**config.mk**
```make
export PLATFORM = sky130hd
export DESIGN_NAME = uart_rx_frame_parser
export DESIGN_NICKNAME = d
export VERILOG_FILES = /design/src/rtl/uart_rx_parser_pkg.sv /design/src/rtl/uart_rx_frame_buf.sv /design/src/rtl/uart_rx_frame_parser.sv
export SDC_FILE = /design/constraint.sdc
export NUM_CORES = 1
export LEC_CHECK = 0
export CORE_MARGIN = 1
export CORE_UTILIZATION = 60
export CTS_BUF_LIST = sky130_fd_sc_hd__clkbuf_4 sky130_fd_sc_hd__clkbuf_8
export CTS_CLUSTER_SIZE = 12
export DETAILED_ROUTE_END_ITERATION = 8
export PLACE_DENSITY = 0.8
export SYNTH_ARGS = -nofsm -noshare
export SYNTH_HDL_FRONTEND = slang
export SYNTH_SLANG_ARGS = --single-unit
```
**constraint.sdc**
```tcl
create_clock -name clk -period 3 [get_ports clk]
set_input_delay 0.75 -clock clk [delete_from_list [all_inputs] [get_ports clk]]
set_output_delay 0.75 -clock clk [all_outputs]
set_load 0.05 [all_outputs]
```
**src/rtl/uart_rx_parser_pkg.sv**
```systemverilog
// Shared types and constants for the UART receive frame parser.
package uart_rx_parser_pkg;

    typedef enum logic [2:0] {
        ST_HUNT    = 3'd0,
        ST_LEN     = 3'd1,
        ST_PAYLOAD = 3'd2,
        ST_CHK     = 3'd3,
        ST_DRAIN   = 3'd4
    } parser_state_t;

    typedef enum logic [1:0] {
        ERR_NONE    = 2'b00,
        ERR_BAD_LEN = 2'b01,
        ERR_BAD_CHK = 2'b10,
        ERR_ABORT   = 2'b11
    } err_code_t;

    localparam logic [7:0] DEFAULT_SOF = 8'hA5;

    // Buffer address width; at least one bit so a 1-byte buffer still has an index.
    function automatic int ptr_width(input int depth);
        return (depth < 2) ? 1 : $clog2(depth);
    endfunction

endpackage

```
**src/rtl/uart_rx_frame_buf.sv**
```systemverilog
// Payload store: one synchronous write port, one combinational read port.
// Storage is deliberately not reset; contents are only read after being written.
module uart_rx_frame_buf #(
    parameter int AW = 4
) (
    input  logic          clk,
    input  logic          wr_en,
    input  logic [AW-1:0] wr_ptr,
    input  logic [7:0]    wr_data,
    input  logic [AW-1:0] rd_ptr,
    output logic [7:0]    rd_data
);

    logic [7:0] mem [2**AW];

    always_ff @(posedge clk) begin
        if (wr_en) begin
            mem[wr_ptr] <= wr_data;
        end
    end

    assign rd_data = mem[rd_ptr];

endmodule

```
**src/rtl/uart_rx_frame_parser.sv**
```systemverilog
// Frame parser: SOF, LEN, payload, XOR checksum -> checked payload on a valid/ready stream.
// Optional inter-byte idle timeout enabled by defining UART_RX_PARSER_TIMEOUT_EN.
module uart_rx_frame_parser
    import uart_rx_parser_pkg::*;
#(
    parameter int         MAX_PAYLOAD    = 16,
    parameter logic [7:0] SOF_BYTE       = DEFAULT_SOF,
    parameter int         TIMEOUT_CYCLES = 8680
) (
    input  logic          clk,
    input  logic          rst_n,
    input  logic [7:0]    in_data,
    input  logic          in_valid,
    input  logic          in_error,
    output logic [7:0]    out_data,
    output logic          out_valid,
    output logic          out_last,
    input  logic          out_ready,
    output logic          frame_ok,
    output logic          frame_err,
    output logic [1:0]    err_code,
    output logic          drop,
    output logic          busy,
    output parser_state_t debug_state
);

    localparam int         CW      = $clog2(MAX_PAYLOAD + 1);
    localparam int         AW      = ptr_width(MAX_PAYLOAD);
    localparam logic [7:0] MAX_LEN = 8'(MAX_PAYLOAD);

    parser_state_t state;
    logic [CW-1:0] len_q;
    logic [CW-1:0] remaining;
    logic [AW-1:0] wr_ptr;
    logic [AW-1:0] rd_ptr;
    logic [7:0]    chk_acc;
    logic          out_valid_q;
    logic          frame_ok_q;
    logic          frame_err_q;
    err_code_t     err_q;
    logic          drop_q;

    logic          timeout;
    logic          abort;
    logic          handshake;
    logic          at_last;
    logic          wr_en;
    logic [7:0]    rd_data;

    // Output handshake: a byte transfers in any cycle where out_valid & out_ready;
    // out_valid/out_data/out_last hold steady until that transfer happens.
    assign handshake = out_valid_q & out_ready;
    assign at_last   = (CW'(rd_ptr) == (len_q - CW'(1)));
    assign abort     = in_error | timeout;
    assign wr_en     = (state == ST_PAYLOAD) && in_valid && !abort;

    uart_rx_frame_buf #(.AW(AW)) u_buf (
        .clk     (clk),
        .wr_en   (wr_en),
        .wr_ptr  (wr_ptr),
        .wr_data (in_data),
        .rd_ptr  (rd_ptr),
        .rd_data (rd_data)
    );

`ifdef UART_RX_PARSER_TIMEOUT_EN
    localparam int TW = $clog2(TIMEOUT_CYCLES + 1);
    logic [TW-1:0] idle_cnt;

    always_ff @(posedge clk or negedge rst_n) begin
        if (!rst_n) begin
            idle_cnt <= '0;
        end else if ((state == ST_LEN) || (state == ST_PAYLOAD) || (state == ST_CHK)) begin
            idle_cnt <= in_valid ? '0 : idle_cnt + TW'(1);
        end else begin
            idle_cnt <= '0;
        end
    end

    assign timeout = (idle_cnt == TW'(TIMEOUT_CYCLES));
`else
    // Without the timeout a stalled frame waits indefinitely; this is constant false.
    assign timeout = (TIMEOUT_CYCLES < 0);
`endif

    always_ff @(posedge clk or negedge rst_n) begin
        if (!rst_n) begin
            state       <= ST_HUNT;
            len_q       <= '0;
            remaining   <= '0;
            wr_ptr      <= '0;
            rd_ptr      <= '0;
            chk_acc     <= 8'h00;
            out_valid_q <= 1'b0;
            frame_ok_q  <= 1'b0;
            frame_err_q <= 1'b0;
            err_q       <= ERR_NONE;
            drop_q      <= 1'b0;
        end else begin
            frame_ok_q  <= 1'b0;
            frame_err_q <= 1'b0;
            drop_q      <= 1'b0;
            case (state)
                ST_HUNT: begin
                    if (in_valid && (in_data == SOF_BYTE)) begin
                        state <= ST_LEN;
                    end
                end
                ST_LEN: begin
                    if (abort) begin
                        frame_err_q <= 1'b1;
                        err_q       <= ERR_ABORT;
                        state       <= ST_HUNT;
                    end else if (in_valid) begin
                        chk_acc <= in_data;
                        if ((in_data == 8'h00) || (in_data > MAX_LEN)) begin
                            frame_err_q <= 1'b1;
                            err_q       <= ERR_BAD_LEN;
                            state       <= ST_HUNT;
                        end else begin
                            len_q     <= in_data[CW-1:0];
                            remaining <= in_data[CW-1:0];
                            wr_ptr    <= '0;
                            state     <= ST_PAYLOAD;
                        end
                    end
                end
                ST_PAYLOAD: begin
                    if (abort) begin
                        frame_err_q <= 1'b1;
                        err_q       <= ERR_ABORT;
                        state       <= ST_HUNT;
                    end else if (in_valid) begin
                        chk_acc   <= chk_acc ^ in_data;
                        wr_ptr    <= wr_ptr + AW'(1);
                        remaining <= remaining - CW'(1);
                        if (remaining == CW'(1)) begin
                            state <= ST_CHK;
                        end
                    end
                end
                ST_CHK: begin
                    if (abort) begin
                        frame_err_q <= 1'b1;
                        err_q       <= ERR_ABORT;
                        state       <= ST_HUNT;
                    end else if (in_valid) begin
                        if (in_data == chk_acc) begin
                            frame_ok_q  <= 1'b1;
                            err_q       <= ERR_NONE;
                            out_valid_q <= 1'b1;
                            rd_ptr      <= '0;
                            state       <= ST_DRAIN;
                        end else begin
                            frame_err_q <= 1'b1;
                            err_q       <= ERR_BAD_CHK;
                            state       <= ST_HUNT;
                        end
                    end
                end
                ST_DRAIN: begin
                    // No input backpressure exists, so bytes arriving now are lost.
                    drop_q <= in_valid;
                    if (handshake) begin
                        if (at_last) begin
                            out_valid_q <= 1'b0;
                            state       <= ST_HUNT;
                        end else begin
                            rd_ptr <= rd_ptr + AW'(1);
                        end
                    end
                end
                default: begin
                    state <= ST_HUNT;
                end
            endcase
        end
    end

    assign out_valid   = out_valid_q;
    assign out_data    = out_valid_q ? rd_data : 8'h00;
    assign out_last    = out_valid_q & at_last;
    assign frame_ok    = frame_ok_q;
    assign frame_err   = frame_err_q;
    assign err_code    = err_q;
    assign drop        = drop_q;
    assign busy        = (state != ST_HUNT);
    assign debug_state = state;

endmodule

```
---- Word-level counts from Yosys, hierarchy flattened ----
Memories as Yosys holds them, arrays and structs flattened.
Cells that the tools add are included.
cells by class
  equal/unequal tests ..................... 26
  add/sub/neg operators ................... 4
  mux-type cells .......................... 66
  order comparisons ....................... 1
  bitwise logic cells ..................... 5
  reduce and logical (&&, ||, !) cells .... 18
operators by type and width
  kind                 number
  $mux 4               10
  $mux 8               5
  $mux 3               11
  $ne 2x2->1 const B   13
  $mux 5               5
  $mux 1               19
  $reduce_and 6->1     3
  $mux 2               8
  $pmux 4 s2           2
  $pmux 8 s2           1
  $pmux 3 s5           1
  $ne 3x3->1 const B   4
  $pmux 5 s2           1
  $reduce_and 5->1     2
  $sub 5x1->5 const B  2
  $add 4x1->4 const B  2
  $eq 8x8->1           1
  $eq 8x8->1 const B   1
  $gt 8x5->1 const B   1
  $logic_not 8->1      1
  $xor 8x8->8          1
  $reduce_and 7->1     1
  $eq 3x2->1 const B   2
  $pmux 2 s3           1
  16 further kinds     22
word-level totals
  memories kept ........................... 1
  bits in writable memories ............... 128
  input bits .............................. 13
  output and inout bits ................... 19
  bits in registers ....................... 35
memory list
  name       words  width  rd ports  clocked after memory_dff  wr ports  RTL line                 RTL
  u_buf.mem  16     8      1         0                         1         uart_rx_frame_buf.sv:14  logic [7:0] mem [2**AW];

---- Longest topological paths before layout ----
  word-level depth ........................ 6
  mapped depth ............................ 8
  gate-level depth less buffers ........... 7

---- Hierarchy ----
A second synthesis with hierarchy kept.
second synthesis, totals
  cell total of the unflattened synthesis .. 479
  area, all modules ....................... 7,201.9 sq um
modules (own cells, without submodules)
  module                area each (sq um)  sequential area each (sq um)  cells each  times used
  uart_rx_frame_buf     4,987.3            3,843.7                       221         1
  uart_rx_frame_parser  2,214.6            875.8                         258         1

---- Least setup slack after synthesis ----
OpenSTA, ideal clock, no wires.
  path kind ............................... register to output
  start ................................... register rd_ptr[0]
  end ..................................... output out_data[0]
  setup slack ............................. 254 ps
  arrival ................................. 1,996 ps
  cell stages (with the launch flop) ...... 6
  required time ........................... 2,250 ps
  path buffers ............................ 2
  path through ............................ dfrtp_1 buf_6 buf_6 mux4_1 mux4_2 and2_1
on the way
  word-level cells in the longest chain between the ends .. 2
ends and longest elaborated chain
  element                 RTL line                     RTL
  from (decl)             uart_rx_frame_parser.sv:35   logic [AW-1:0] rd_ptr;
  from (signal assigned)  uart_rx_frame_parser.sv:169  rd_ptr <= rd_ptr + AW'(1);
  $mem_v2 16x8            --
  $mux 8                  uart_rx_frame_parser.sv:181  assign out_data = out_valid_q ? rd_data : 8'h00;
  to (decl)               uart_rx_frame_parser.sv:15   output logic [7:0] out_data,
No other way between the ends.

---- Final worst setup path ----
  start ................................... register rd_ptr[0]
  end ..................................... output out_data[4]
The elaborated chain is that of the path after synthesis.

==> summary.md <==
| Metric | Value |
|---|---|
| Run status | `finished, violations left` |
| Failing checks | `design-rule violations, negative setup slack` |
| Final Hold Slack | `between 0.3 and 0.4 ns` |
| Crit Path Category | `reg -> out` |
| Critical path's slowest cell | `mux4_2` |
| First-pass iteration count of the detailed router | `7` |
| Post-synth EDFFs | `~130` |
| Setup repair after global routing missed its margin | `yes` |
| Max_slew headroom | `46.7%` |
| Yosys top cell by area | `edfxtp_1` |
| Hold WC Path Type | `in -> async` |
| Data required time of the critical path | `~2.3 ns` |
| Final period util | `108%` |
| Die area | `between 10,000 and 15,000 sq um` |
| Post-route DRC | `6` |
| Final Hold Viols | `0` |
| Synth top area share | `a little over half` |
| Clock sinks | `163` |
| Endpoints failing setup | `8` |
| Syn-to-layout area delta | `17.0%` |
| Worst-path maximum fanout | `5` |
| Overflow after GRT | `0` |
| Slowest Stage Delay on Critical Path | `0.53 ns` |
| Final setup TNS | `-1.72 ns` |
| Initial Util | `about three fifths` |
| Clk Latency, worst-skew pair | `between 0.4 and 0.5 ns` |
| Slack of the worst reg-to-reg path | `about 0.74 ns` |
| Initial antenna violation count | `0` |
| Root buf cell | `clkbuf_8` |
| Final ANT Viol Nets | `0` |
| Clk slew on worst S/H paths | `about 0.090 ns` |
| Gpl congestion | `roughly 0.78` |
| Cell count after synthesis | `between 400 and 500` |
| HPWL after DPL | `9.82 mm` |
| Num CTS Buffers | `17` |
| Post-synth top cells | `128 x edfxtp_1, 35 x dfrtp_1, 34 x mux4_2, 21 x and2_1, 21 x nand2_1` |
| Num ports | `32` |
| Htree depth | `4` |
| Port bufs | `31` |
| Synthesis Warnings | `0` |
| Min cycle time layout | `approximately 3.2 ns` |
| Slew Viols, Final | `0` |
| Core Region | `11,500 sq um` |
| Syn avg cell area | `between 15 and 20 sq um` |
| Reg2Reg Depth | `4` |
| Post-synthesis net count | `~460` |
| Worst Slack Setup Final | `-0.243 ns` |
| Final cell area excluding filler cells | `~8300 sq um` |
| Crit-path most repeated cell | `mux4_2` |
| Top FF cell, synth | `edfxtp_1` |
| GRT Total Usage | `about a quarter` |
| Max cap viols | `0` |
| Synthesized flop and latch total | `163` |
| Mapped cell area | `roughly 7100 sq um` |
| Worst setup EP type | `output port` |
| Die width | `~110 um` |
| FF-to-FF Start | `debug_state[2]` |
| Post-Route WL | `about 15 mm` |
| Setup Skew | `0.0127 ns` |
| Top cells by area, synth | `edfxtp_1 54%, dfrtp_1 12%, mux4_2 11%, mux4_1 2.2%, and2_1 1.8%` |
| Nets | `528` |
| Max clock buf depth | `2` |
| Endpoint arrival time on the critical path | `approximately 2.5 ns` |
| Wire per inst | `approximately 22 um` |
| R2r endpoint | `u_buf.mem[0][1]` |
| Largest delay share family, worst path | `multiplexers` |
| CTS tree | `done` |
| Async SR Flop Fraction | `21.5%` |
| Global-route wire length before repair | `about 23 mm` |
| Leak Pwr | `roughly 3 nW` |
| Critical Path Start Type | `flop` |
| Site Rows | `39` |
| Via/cell ratio | `6.24` |
| Routed via count | `around 4,100` |
| Seq/Total Area, Yosys | `66.2%` |
| Layout cell share with drive strength beyond 1 | `26.3%` |
| Largest net degree at the start of global routing | `38` |
| Placed cell areas | `7790 sq um` |
| Worst-margin pin slew | `around 0.8 ns` |
| Iter 0 DRT Violations | `around 400` |
| Fmax | `308 MHz` |
| Diode count | `0` |
| Crit path cell chain | `buf_12 > buf_16 > mux4_2 > mux4_2 > and2_4 > buf_6` |
| Number of buffers and inverters on the critical path | `3` |
| Count leader, synth | `edfxtp_1` |
| PwrDens | `between 500 and 600 nW/um^2` |
| Netlist cell types | `54` |
| Worst IR Drop VDD | `around 0.36 mV` |
| Vias in the first global route | `4,216` |
| Die Span Y | `approximately 110 um` |
[state kept, by name (all words and copies together), names as in the netlist]
register     count
debug_state      3
frame_ok         1
chk_acc          8
out_valid        1
u_buf.mem      128
err_code         2
wr_ptr           4
drop             1
frame_err        1
remaining        5
len_q            5
rd_ptr           4
[how the worst max path moves through the flow]
stage	start	to	slack, ns	cells past startpoint
final	rd_ptr[0]	out_data[4]	-0.24	6
after global routing	rd_ptr[0]	out_data[4]	-0.32	5
after CTS	rd_ptr[0]	out_data[5]	-0.28	5
after detailed placement	in_data[2]	remaining[0]	0.09	7
after global placement	in_data[2]	remaining[1]	0.18	7
after floorplan	rd_ptr[0]	out_data[0]	0.25	5
[routing by layer]
layer,part of all wire (%),track usage (%),routed length (um),vias up
met5,0,0,0,-
met4,1.4,10.5,209,0
li1,-,-,-,1865
met1,41,36.2,6090,2075
met3,7.2,5.63,1070,13
met2,50,41.4,7460,186
[power breakdown]
part | total, W | switching, W | internal, W
logic | 0.000590 | 0.000339 | 0.000252
clock network | 0.00160 | 0.000734 | 0.000865
registers | 0.00268 | 0.000139 | 0.00254
[through the flow]
stage,std cells,total power [W],setup slack [ns],utilization (%)
detailed placement,627,0.00331,0.0930,67.7
finish,663,0.00487,-0.243,72.4
CTS,662,0.00489,-0.276,72.3
global route,663,0.00505,-0.323,72.4
global placement,627,0.00327,0.175,67.7
floorplan,440,0.00307,0.254,-
[area by class of cell]
class                   count  area (sq um)
clock buffers              22           272
clock inverters            10           134
fillers                   711          3180
inverters                  11          41.3
multi-input cells         240          2260
flip-flops and latches    163          4720
well taps                 143           179
repair buffers             74           734
[timing repair]
item                                    in CTS  in global routing
setup buffers                                1                  1
gates resized for setup                     16                  2
pin swaps                                    0                  4
cloned                                       2                  0
hold buffers                                 0                  0
endpoints found under the setup margin       9                  9
[cell usage in the layout (no fill, tap or decap), types with 8 or more instances in the layout]
cell type	Yosys	routed
dfrtp_1	35	34
buf_4	1	39
nand2_1	21	21
a21oi_1	20	20
inv_1	10	10
nand3_1	8	8
mux4_2	34	34
ha_1	8	8
and2_1	21	15
o21ai_0	15	15
clkdlybuf4s50_1	0	21
xor2_1	9	9
clkbuf_8	0	17
nor2_1	20	19
edfxtp_1	128	128
[logic make-up after synthesis]
kind of cell    share of synthesized area, %
xor+xnor                                1.60
buf+inv                                 2.56
compound gates                          5.02
mux                                     14.3
simple gates                            8.92
fa+ha+maj                               1.40
flops                                   66.2
Power figures use the tool's default switching activity.
